===== src/rtl/dvp_tx_if.sv =====
// rtl/dvp_tx_if.sv - pixel handshake plus DVP output bus bundle for dvp_tx
interface dvp_tx_if #(
    parameter int DW = 24
);
    logic [DW-1:0] in_data;
    logic          in_valid;
    logic          in_ready;
    logic          vsync;
    logic          href;
    logic [7:0]    data;
    logic          frame_done;
    logic          underrun;

    modport master (
        input  in_data, in_valid,
        output in_ready, vsync, href, data, frame_done, underrun
    );

    modport slave (
        output in_data, in_valid,
        input  in_ready, vsync, href, data, frame_done, underrun
    );
endinterface


===== src/rtl/dvp_tx.sv =====
// rtl/dvp_tx.sv - DVP transmitter, one byte per pclk, never-stalling line timing
// Optional macro DVP_TX_TEST_PATTERN_EN adds pattern_en ({pixel, line} test pixels).
module dvp_tx #(
    parameter int WIDTH       = 16,
    parameter int HEIGHT      = 16,
    parameter     DATA_FORMAT = "RGB888",
    parameter int VSYNC_LEN   = 4,
    parameter int VBP_LEN     = 8,
    parameter int HBLANK_LEN  = 8,
    parameter int VFP_LEN     = 8
) (
    input  logic       pclk,
    input  logic       rst,
    input  logic       en,
`ifdef DVP_TX_TEST_PATTERN_EN
    input  logic       pattern_en,
`endif
    dvp_tx_if.master   bus
);
    localparam int BYTES  = (DATA_FORMAT == "RGB888") ? 3 : 2;
    localparam int DW     = 8 * BYTES;
    localparam int BW     = $clog2(BYTES);
    localparam int PW     = (WIDTH > 1) ? $clog2(WIDTH) : 1;
    localparam int LW     = (HEIGHT > 1) ? $clog2(HEIGHT) : 1;
    localparam int MAX_A  = (VSYNC_LEN > VBP_LEN) ? VSYNC_LEN : VBP_LEN;
    localparam int MAX_B  = (HBLANK_LEN > VFP_LEN) ? HBLANK_LEN : VFP_LEN;
    localparam int MAXLEN = (MAX_A > MAX_B) ? MAX_A : MAX_B;
    localparam int CW     = $clog2(MAXLEN + 1);

    typedef enum logic [2:0] {IDLE, VSYNC, VBP, LINE, HBLANK, VFP} state_t;

    state_t        state_q, state_d;
    logic [CW-1:0] cnt_q, cnt_d;
    logic [BW-1:0] byte_q, byte_d;
    logic [PW-1:0] pix_q, pix_d;
    logic [LW-1:0] line_q, line_d;
    logic [DW-1:0] sh_q, sh_d;
    logic [7:0]    data_q, data_d;
    logic          vsync_q, vsync_d;
    logic          href_q, href_d;
    logic          frame_done_q, frame_done_d;
    logic          underrun_q, underrun_d;
    logic          pix_slot;
    logic          ext_src;
    logic [DW-1:0] pix_word;

`ifdef DVP_TX_TEST_PATTERN_EN
    assign ext_src = !pattern_en;
`else
    assign ext_src = 1'b1;
`endif

    // Cycle before a pixel's first byte: the only point a pixel is taken.
    assign pix_slot = (state_q == VBP && cnt_q == CW'(VBP_LEN - 1)) ||
                      (state_q == HBLANK && cnt_q == CW'(HBLANK_LEN - 1) &&
                       line_q != LW'(HEIGHT - 1)) ||
                      (state_q == LINE && byte_q == BW'(BYTES - 1) &&
                       pix_q != PW'(WIDTH - 1));

    always_comb begin
        state_d = state_q;
        cnt_d   = cnt_q;
        byte_d  = byte_q;
        pix_d   = pix_q;
        line_d  = line_q;
        case (state_q)
            IDLE: begin
                if (en) begin
                    state_d = VSYNC;
                    cnt_d   = '0;
                end
            end
            VSYNC: begin
                if (cnt_q == CW'(VSYNC_LEN - 1)) begin
                    state_d = VBP;
                    cnt_d   = '0;
                end else begin
                    cnt_d = cnt_q + 1'b1;
                end
            end
            VBP: begin
                if (cnt_q == CW'(VBP_LEN - 1)) begin
                    state_d = LINE;
                    cnt_d   = '0;
                    byte_d  = '0;
                    pix_d   = '0;
                    line_d  = '0;
                end else begin
                    cnt_d = cnt_q + 1'b1;
                end
            end
            LINE: begin
                if (byte_q == BW'(BYTES - 1)) begin
                    byte_d = '0;
                    if (pix_q == PW'(WIDTH - 1)) begin
                        pix_d   = '0;
                        state_d = HBLANK;
                        cnt_d   = '0;
                    end else begin
                        pix_d = pix_q + 1'b1;
                    end
                end else begin
                    byte_d = byte_q + 1'b1;
                end
            end
            HBLANK: begin
                if (cnt_q == CW'(HBLANK_LEN - 1)) begin
                    cnt_d = '0;
                    if (line_q == LW'(HEIGHT - 1)) begin
                        state_d = VFP;
                        line_d  = '0;
                    end else begin
                        state_d = LINE;
                        line_d  = line_q + 1'b1;
                    end
                end else begin
                    cnt_d = cnt_q + 1'b1;
                end
            end
            VFP: begin
                if (cnt_q == CW'(VFP_LEN - 1)) begin
                    state_d = IDLE;
                    cnt_d   = '0;
                end else begin
                    cnt_d = cnt_q + 1'b1;
                end
            end
            default: state_d = IDLE;
        endcase

        // A missing pixel still occupies its byte slots, as zeros.
        pix_word = bus.in_valid ? bus.in_data : '0;
`ifdef DVP_TX_TEST_PATTERN_EN
        if (pattern_en) pix_word = DW'({pix_d, line_d});
`endif

        sh_d   = sh_q;
        data_d = 8'h00;
        if (pix_slot) begin
            data_d = pix_word[DW-1 -: 8];
            sh_d   = pix_word << 8;
        end else if (state_d == LINE) begin
            data_d = sh_q[DW-1 -: 8];
            sh_d   = sh_q << 8;
        end

        vsync_d      = (state_d == VSYNC);
        href_d       = (state_d == LINE);
        frame_done_d = (state_d == VFP) && (cnt_d == CW'(VFP_LEN - 1));
        underrun_d   = underrun_q | (pix_slot & ext_src & ~bus.in_valid);
    end

    always_ff @(posedge pclk) begin
        if (rst) begin
            state_q      <= IDLE;
            cnt_q        <= '0;
            byte_q       <= '0;
            pix_q        <= '0;
            line_q       <= '0;
            sh_q         <= '0;
            data_q       <= 8'h00;
            vsync_q      <= 1'b0;
            href_q       <= 1'b0;
            frame_done_q <= 1'b0;
            underrun_q   <= 1'b0;
        end else begin
            state_q      <= state_d;
            cnt_q        <= cnt_d;
            byte_q       <= byte_d;
            pix_q        <= pix_d;
            line_q       <= line_d;
            sh_q         <= sh_d;
            data_q       <= data_d;
            vsync_q      <= vsync_d;
            href_q       <= href_d;
            frame_done_q <= frame_done_d;
            underrun_q   <= underrun_d;
        end
    end

    assign bus.in_ready   = pix_slot & ext_src;
    assign bus.vsync      = vsync_q;
    assign bus.href       = href_q;
    assign bus.data       = data_q;
    assign bus.frame_done = frame_done_q;
    assign bus.underrun   = underrun_q;
endmodule


===== src/flat_wrapper.sv =====
// flat-port wrapper written by rule: the top's interface ports become plain ports
module dvp_tx_flat 
#(
    parameter int WIDTH       = 16,
    parameter int HEIGHT      = 16,
    parameter     DATA_FORMAT = "      ",
    parameter int VSYNC_LEN   = 4,
    parameter int VBP_LEN     = 8,
    parameter int HBLANK_LEN  = 8,
    parameter int VFP_LEN     = 8
)
  (pclk, rst, en, bus_in_data, bus_in_valid, bus_in_ready, bus_vsync, bus_href, bus_data, bus_frame_done, bus_underrun);
  dvp_tx_if #(.DW(16)) bus_i ();
  input  logic pclk;
  input  logic rst;
  input  logic en;
  input wire logic [$bits(bus_i.in_data)-1:0] bus_in_data;
  input wire logic [$bits(bus_i.in_valid)-1:0] bus_in_valid;
  output wire logic [$bits(bus_i.in_ready)-1:0] bus_in_ready;
  output wire logic [$bits(bus_i.vsync)-1:0] bus_vsync;
  output wire logic [$bits(bus_i.href)-1:0] bus_href;
  output wire logic [$bits(bus_i.data)-1:0] bus_data;
  output wire logic [$bits(bus_i.frame_done)-1:0] bus_frame_done;
  output wire logic [$bits(bus_i.underrun)-1:0] bus_underrun;
  assign bus_i.in_data = bus_in_data;
  assign bus_i.in_valid = bus_in_valid;
  assign bus_in_ready = bus_i.in_ready;
  assign bus_vsync = bus_i.vsync;
  assign bus_href = bus_i.href;
  assign bus_data = bus_i.data;
  assign bus_frame_done = bus_i.frame_done;
  assign bus_underrun = bus_i.underrun;
  dvp_tx #(.WIDTH(WIDTH), .HEIGHT(HEIGHT), .DATA_FORMAT(DATA_FORMAT), .VSYNC_LEN(VSYNC_LEN), .VBP_LEN(VBP_LEN), .HBLANK_LEN(HBLANK_LEN), .VFP_LEN(VFP_LEN)) u_core (.pclk(pclk), .rst(rst), .en(en), .bus(bus_i));
endmodule

===== config.mk =====
export PLATFORM = sky130hd
export DESIGN_NAME = dvp_tx_flat
export DESIGN_NICKNAME = d
export VERILOG_FILES = /design/src/rtl/dvp_tx_if.sv /design/src/rtl/dvp_tx.sv /design/src/flat_wrapper.sv
export SDC_FILE = /design/constraint.sdc
export NUM_CORES = 1
export LEC_CHECK = 0
export BUFFER_PORTS_ARGS = -buffer_cell sky130_fd_sc_hd__buf_2
export CAP_MARGIN = 15
export CORE_UTILIZATION = 35
export CTS_CLUSTER_SIZE = 24
export DETAILED_ROUTE_END_ITERATION = 8
export HOLD_SLACK_MARGIN = 0.05
export SYNTH_ARGS = -nofsm -noshare
export SYNTH_HDL_FRONTEND = slang
export SYNTH_SLANG_ARGS = --single-unit

===== constraint.sdc =====
create_clock -name pclk -period 2.7 [get_ports pclk]
set_clock_uncertainty 0.2 [all_clocks]
set_input_delay 0.27 -clock pclk [delete_from_list [all_inputs] [get_ports pclk]]
set_output_delay 0.27 -clock pclk [all_outputs]
set_load 0.01 [all_outputs]

==> results by group, run 1 <==
Run status
  – Outcome: completed

Power and ir drop
  – Overall Power: 0.00109 W
  – Pwr/cell area: 508 mW/mm²
  – Leak: 0.887 nW
  – Peak VDD IR: 0.309 mV

Floorplanning
  – Initial core utilization: 0.363
  – Ports: 33
  – Num rows: 25
  – Die area: 0.00516 mm²
  – Core area: 0.00469 mm²
  – Overall die width: 71.8 µm
  – Die height: 71.8 µm

Synthesis
  – Flops & latches, synth: 36
  – Synth Net Count: 193
  – Syn. warnings: 0
  – Cell area after synthesis: 0.00171 mm²
  – Post-synth EDFFs: 0
  – Asr flop ratio synth: 0
  – Gate Count Post-Synth: 170
  – Part of the Yosys area used for sequential elements: 0.423
  – Netlist cell types: 49
  – Synth Flop Type: dfxtp_1
  – Syn_area_per_cell: 10.0 µm²

Worst setup path
  – Crit path capture type: flip-flop
  – CP top delay family: compound AO/OA/AOI/OAI gates
  – Worst path arrival time: 2.40 ns
  – Crit path max fanout: 8
  – CP max-delay cell: a2111oi_4
  – Stages on the worst setup path: 6
  – CP startpoint kind: flip-flop
  – Worst reg2reg path depth: 6
  – Worst path cell trace: ha_1 -> and2b_1 -> a21oi_1 -> a2111oi_4 -> o21ba_1 -> a22o_1
  – Worst Path Required: 2.73 ns
  – Delay of the slowest critical-path stage: 0.49 ns
  – Kind of critical path: flip-flop to flip-flop
  – Buf/Inv on CP: 0

CTS
  – Root Driver: clkbuf_8
  – Worst skew pair latency: 0.28 ns
  – Clk pin slew, worst setup/hold paths: 0.07 ns
  – Cts repair resizes: 0
  – Setup Buffers After CTS: 0
  – TritonCTS clock tree: yes
  – H-Tree Depth: 2
  – Max Root-Sink Buffers: 2
  – Cts bufs inserted: 5
  – # clock sinks: 36

Timing
  – Unrepaired setup endpoints after global routing: no
  – Final min period: 2.37 ns
  – Final Slew Violations: 0
  – Max frequency: 0.422 GHz
  – Final setup fails: 0
  – Pin slew with the least headroom to its limit: 0.530 ns
  – Max_slew headroom: 0.644
  – Fin. Hold Viols: 0
  – Setup TNS: 0 ns
  – Final cycle utilization of the critical path: 0.879

Finish
  – Most common cell after layout, fill and taps aside: dfxtp_1
  – Most frequent cells in the layout: dfxtp_1 (36), buf_2 (32), nor2_1 (19), a22o_1 (16), dlygate4sd3_1 (16)
  – Final core occ: 0.456
  – Post-route cell area: 0.00214 mm²
  – Area delta synth->final: 25.5%
  – Antenna cells: 0
  – Nets@finish: 240
  – Fraction of layout cells with a size suffix above 1: 0.248
  – Post-route insts no fill: 272

Detailed routing
  – WL/cell: 13.5 µm
  – Routed Antenna Nets: 0
  – Vias: 1443
  – DRT Wirelength: 3670 µm
  – First drt pass iteration count: 4
  – Initial DRC Count: 44
  – Via/cell ratio: 5.31
  – DRC: 0

Placed design
  – Placed cell area: 0.00187 mm²
  – IO buf count: 32
  – Detail Placement HPWL: 2490 µm
  – Placer congestion estimate: 0.815
  – Placed instance count: 248

Min path
  – Hold depth: 4
  – Hold crit path type: input pin to flip-flop

Global routing
  – Vias in the first global route: 1333
  – Initial antenna violation count: 0
  – Largest net degree at the start of global routing: 22
  – First-pass GRT wire length: 6080 µm
  – GR Overflow Total: 0
  – All-Layer GR Usage: 0.152

Job
  – Max Cap Viol: 0
-- registers in the layout, summed over array words and instances, names as in the netlist --
register,cells
u_core.bus.href,1
u_core.sh_q,8
u_core.state_q,3
u_core.pix_q,4
u_core.bus.underrun,1
u_core.line_q,4
u_core.bus.vsync,1
u_core.bus.frame_done,1
u_core.bus.data,8
u_core.cnt_q,4
u_core.byte_q,1
-- per-stage QoR --
step | hold WS (ns) | setup WS [ns]
floorplan | 0.203 | 0.672
global placement | 0.260 | 0.436
detailed placement | 0.261 | 0.349
CTS | 0.117 | 0.340
global route | 0.134 | 0.153
finish | 0.126 | 0.328
-- cell families (layout without fill, tap and decap cells) --
family,after synthesis,in the layout,share of synthesized area
DFF,36,36,0.423
and+or+nand+nor,63,63,0.247
adders and majority gates,3,3,0.0220
xor gates and xnor gates,1,1,0.00954
buffers and inverters,13,61,0.0513
AOI/OAI and AO/OA,54,54,0.248
-- synth_stat cells (2+ instances only) --
library cell,n,area [µm²]
nand2_1,6,22.5
a211oi_1,2,15.0
buf_4,2,15.0
nor3_1,3,15.0
a31oi_1,2,12.5
inv_1,4,15.0
nand3_1,3,15.0
and3_1,3,18.8
a22oi_1,2,15.0
o211ai_1,2,15.0
o21ai_0,6,30.0
ha_1,3,37.5
dfxtp_1,36,721
nand3_2,2,20.0
buf_6,4,45.0
nand2b_1,6,37.5
a21oi_1,13,65.1
a41oi_1,2,17.5
or2b_1,2,15.0
clkbuf_1,2,7.51
nand3b_1,4,30.0
nor2_1,19,71.3
a22o_1,16,140
-- routing by layer --
layer	GRT usage	wire [µm]	part of all wire	vias to the layer above
met5	0	0	0	-
met2	0.222	1700	0.46	28
met1	0.208	1800	0.49	680
li1	-	-	-	731
met4	0.0545	45	0.012	0
met3	0.0506	117	0.032	4
-- tightest hold or removal path, stage by stage --
cell and delay, ns:
buf_2 0.08, inv_1 0.06, a21oi_1 0.12, nor2_1 0.04
-- report_power, final --
part,switching (W),internal (W),total [W]
Combinational,0.0000372,0.0000428,0.0000800
Clock,0.000192,0.000273,0.000465
Sequential,0.00000721,0.000536,0.000543
Total,0.000236,0.000852,0.00109
-- final timing paths --
check,startpoint,end,slack (ns)
hold reg to reg,u_core.sh_q[10],u_core.bus.data[2],0.28
setup reg to reg,u_core.cnt_q[0],u_core.sh_q[10],0.33
hold / removal,bus_in_valid,u_core.bus.underrun,0.13
setup / recovery,u_core.cnt_q[0],u_core.sh_q[10],0.33
-- repair_timing --
item                                    CTS  global route
hold buffers                             16             0
endpoints found under the setup margin    0             0
hold endpoints to repair                 16             0
-- final cells by class --
| cell class | instances | area (µm²) |
|---|---|---|
| flip-flops and latches | 36 | 721 |
| multi-input cells | 121 | 897 |
| inverters | 4 | 15.0 |
| clock inverters | 3 | 42.5 |
| repair buffers | 49 | 328 |
| clock buffers | 5 | 68.8 |
| fillers | 442 | 2550 |
| well taps | 54 | 67.6 |
Power figures use the tool's default switching activity.
==> run 2, diff against run 1 <==
Settings changed: REMOVE_ABC_BUFFERS set to 1, SKIP_LAST_GASP set to 1.
==> run 2 against run 1 <==
Effect of this change: final cell count rose by 0.74%; register-to-register slack improved by 0.02 ns; via count fell by 0.62%; total power rose by 1.4%; sequential power barely moved; first-iteration DRC count rose by 52%; largest cell class unchanged; critical path depth did not move; largest power group unchanged; count of clock-buffer cells in the layout did not move; clock power rose by 4%; non-clock buffer count rose by 2; wire length fell by 0.19%.
==> results by group, run 2 (synthesis gave the netlist of run 1 again) <==
Run status
  – Outcome: completed

Global routing
  – Vias in the first global route: 1367
  – First-pass GRT wire length: 6100 µm
  – All-Layer GR Usage: 0.152
  – Initial antenna violation count: 0
  – GR Overflow Total: 0
  – Largest net degree at the start of global routing: 22

Finish
  – Nets@finish: 242
  – FILL cells: 459
  – Post-route cell area: 0.00215 mm²
  – Fraction of layout cells with a size suffix above 1: 0.255
  – Antenna cells: 0
  – Area delta synth->final: 26.3%
  – Most common cell after layout, fill and taps aside: dfxtp_1
  – Post-route insts no fill: 274
  – Most frequent cells in the layout: dfxtp_1 (36), buf_2 (32), nor2_1 (19), a22o_1 (16), dlygate4sd3_1 (16)

CTS
  – Clk pin slew, worst setup/hold paths: 0.08 ns
  – Root Driver: clkbuf_8
  – # clock sinks: 36
  – Cts repair resizes: 0
  – Max Root-Sink Buffers: 2
  – Cts bufs inserted: 5
  – TritonCTS clock tree: yes
  – Worst skew pair latency: 0.30 ns
  – H-Tree Depth: 2

Placed design
  – Detail Placement HPWL: 2440 µm
  – Placed cell area: 0.00188 mm²
  – DP Worst Slack: 0.392 ns
  – IO buf count: 32
  – Placed instance count: 250
  – Placer congestion estimate: 0.793

Worst setup path
  – CP top delay family: compound AO/OA/AOI/OAI gates
  – CP startpoint kind: flip-flop
  – Crit path max fanout: 8
  – Kind of critical path: flip-flop to flip-flop
  – Worst path cell trace: ha_1 -> and2b_1 -> a21oi_1 -> a2111oi_4 -> o21ba_1 -> a22o_1
  – CP max-delay cell: a2111oi_4
  – Delay of the slowest critical-path stage: 0.51 ns
  – Crit path capture type: flip-flop
  – Worst Path Required: 2.74 ns
  – Worst path arrival time: 2.39 ns
  – Buf/Inv on CP: 0

Detailed routing
  – Metal3 WL: 112 µm
  – Initial DRC Count: 67
  – Vias: 1434
  – First drt pass iteration count: 4
  – Via/cell ratio: 5.23
  – DRC: 0
  – WL met2: 1800 µm
  – M1 WL: 1710 µm
  – Max Used Layer: met4
  – Routed Antenna Nets: 0
  – WL/cell: 13.4 µm
  – DRT Wirelength: 3660 µm

Power and ir drop
  – Leak: 0.898 nW
  – Pwr/cell area: 512 mW/mm²
  – Switch share: 0.228
  – Clock power share: 0.437
  – Sequential share of power: 0.492
  – Peak VDD IR: 0.268 mV
  – Pint: 0.000852 W
  – Net Sw Power: 0.000252 W
  – Gate power share: 0.072

Timing
  – Max frequency: 0.426 GHz
  – Final setup fails: 0
  – Final cycle utilization of the critical path: 0.870
  – Unrepaired setup endpoints after global routing: no
  – Pin slew with the least headroom to its limit: 0.503 ns
  – Final WS setup: 0.352 ns
  – Final Slew Violations: 0
  – Setup TNS: 0 ns
  – Hold_ws: 0.148 ns
  – Fin. Hold Viols: 0
  – Final min period: 2.35 ns
  – Max_slew headroom: 0.664

Floorplanning
  – Core area: 0.00469 mm²
  – Overall die width: 71.8 µm
  – Die area: 0.00516 mm²
  – Ports: 33
  – Die height: 71.8 µm
  – Num rows: 25
  – Initial core utilization: 0.363

Min path
  – Hold crit path type: input pin to flip-flop

Job
  – Max Cap Viol: 0
-- run 2: cell count changes in the layout (fill, tap and decap cells not counted) --
cell | previous run | this run
buf_4 | 1 | 3
-- run 2: layout make-up --
type | instances | area, µm² | share of cell area
clock buffer | 5 | 68.8 | 0.0319
clock inverter | 3 | 42.5 | 0.0197
inverter | 4 | 15.0 | 0.00697
multi-input combinational | 121 | 897 | 0.416
sequential | 36 | 721 | 0.334
tap | 54 | 67.6 | 0.0314
timing repair buffer | 51 | 343 | 0.159
-- run 2: metrics by stage --
step | total power (W) | util
5_1_grt | 0.00115 | 0.459
6_report | 0.00110 | 0.459
3_3_place_gp | 0.000616 | 0.401
2_1_floorplan | 0.000588 | -
3_5_place_dp | 0.000616 | 0.401
4_1_cts | 0.00112 | 0.459
-- run 2: power by group through the flow --
| stage | logic [W] | clock network, W | registers, W |
|---|---|---|---|
| floorplan | 0.0000338 | 0 | 0.000554 |
| global placement | 0.0000610 | 0 | 0.000555 |
| detailed placement | 0.0000609 | 0 | 0.000555 |
| CTS | 0.0000787 | 0.000495 | 0.000542 |
| global route | 0.0000859 | 0.000523 | 0.000544 |
| finish | 0.0000790 | 0.000482 | 0.000543 |
-- run 2: per-layer routing --
metal,global-route usage,vias up
li1,-,735
met1,0.190,672
met2,0.247,23
met3,0.0408,4
met4,0.0654,0
met5,0,-
-- run 2: worst min-delay path, delay by kind of cell --
kind | cells | cell delay, ns
AO/OA/AOI/OAI | 1 | 0.14
buffers and inverters | 2 | 0.14
AND/OR/NAND/NOR | 1 | 0.05
-- run 2: repair_timing --
item                                   4_1_cts  5_1_grt
endpoints found under the hold margin       16        0
buffers inserted                             0        0
hold buffers                                16        0
-- run 2: path summary, 6_finish.rpt --
kind	start	endpoint	slack, ns	cells after the start
setup / recovery	u_core.cnt_q[0]	u_core.sh_q[11]	0.35	6
hold / removal	bus_in_valid	u_core.bus.underrun	0.15	4
setup reg to reg	u_core.cnt_q[0]	u_core.sh_q[11]	0.35	6
hold reg to reg	u_core.bus.underrun	u_core.bus.underrun	0.27	2
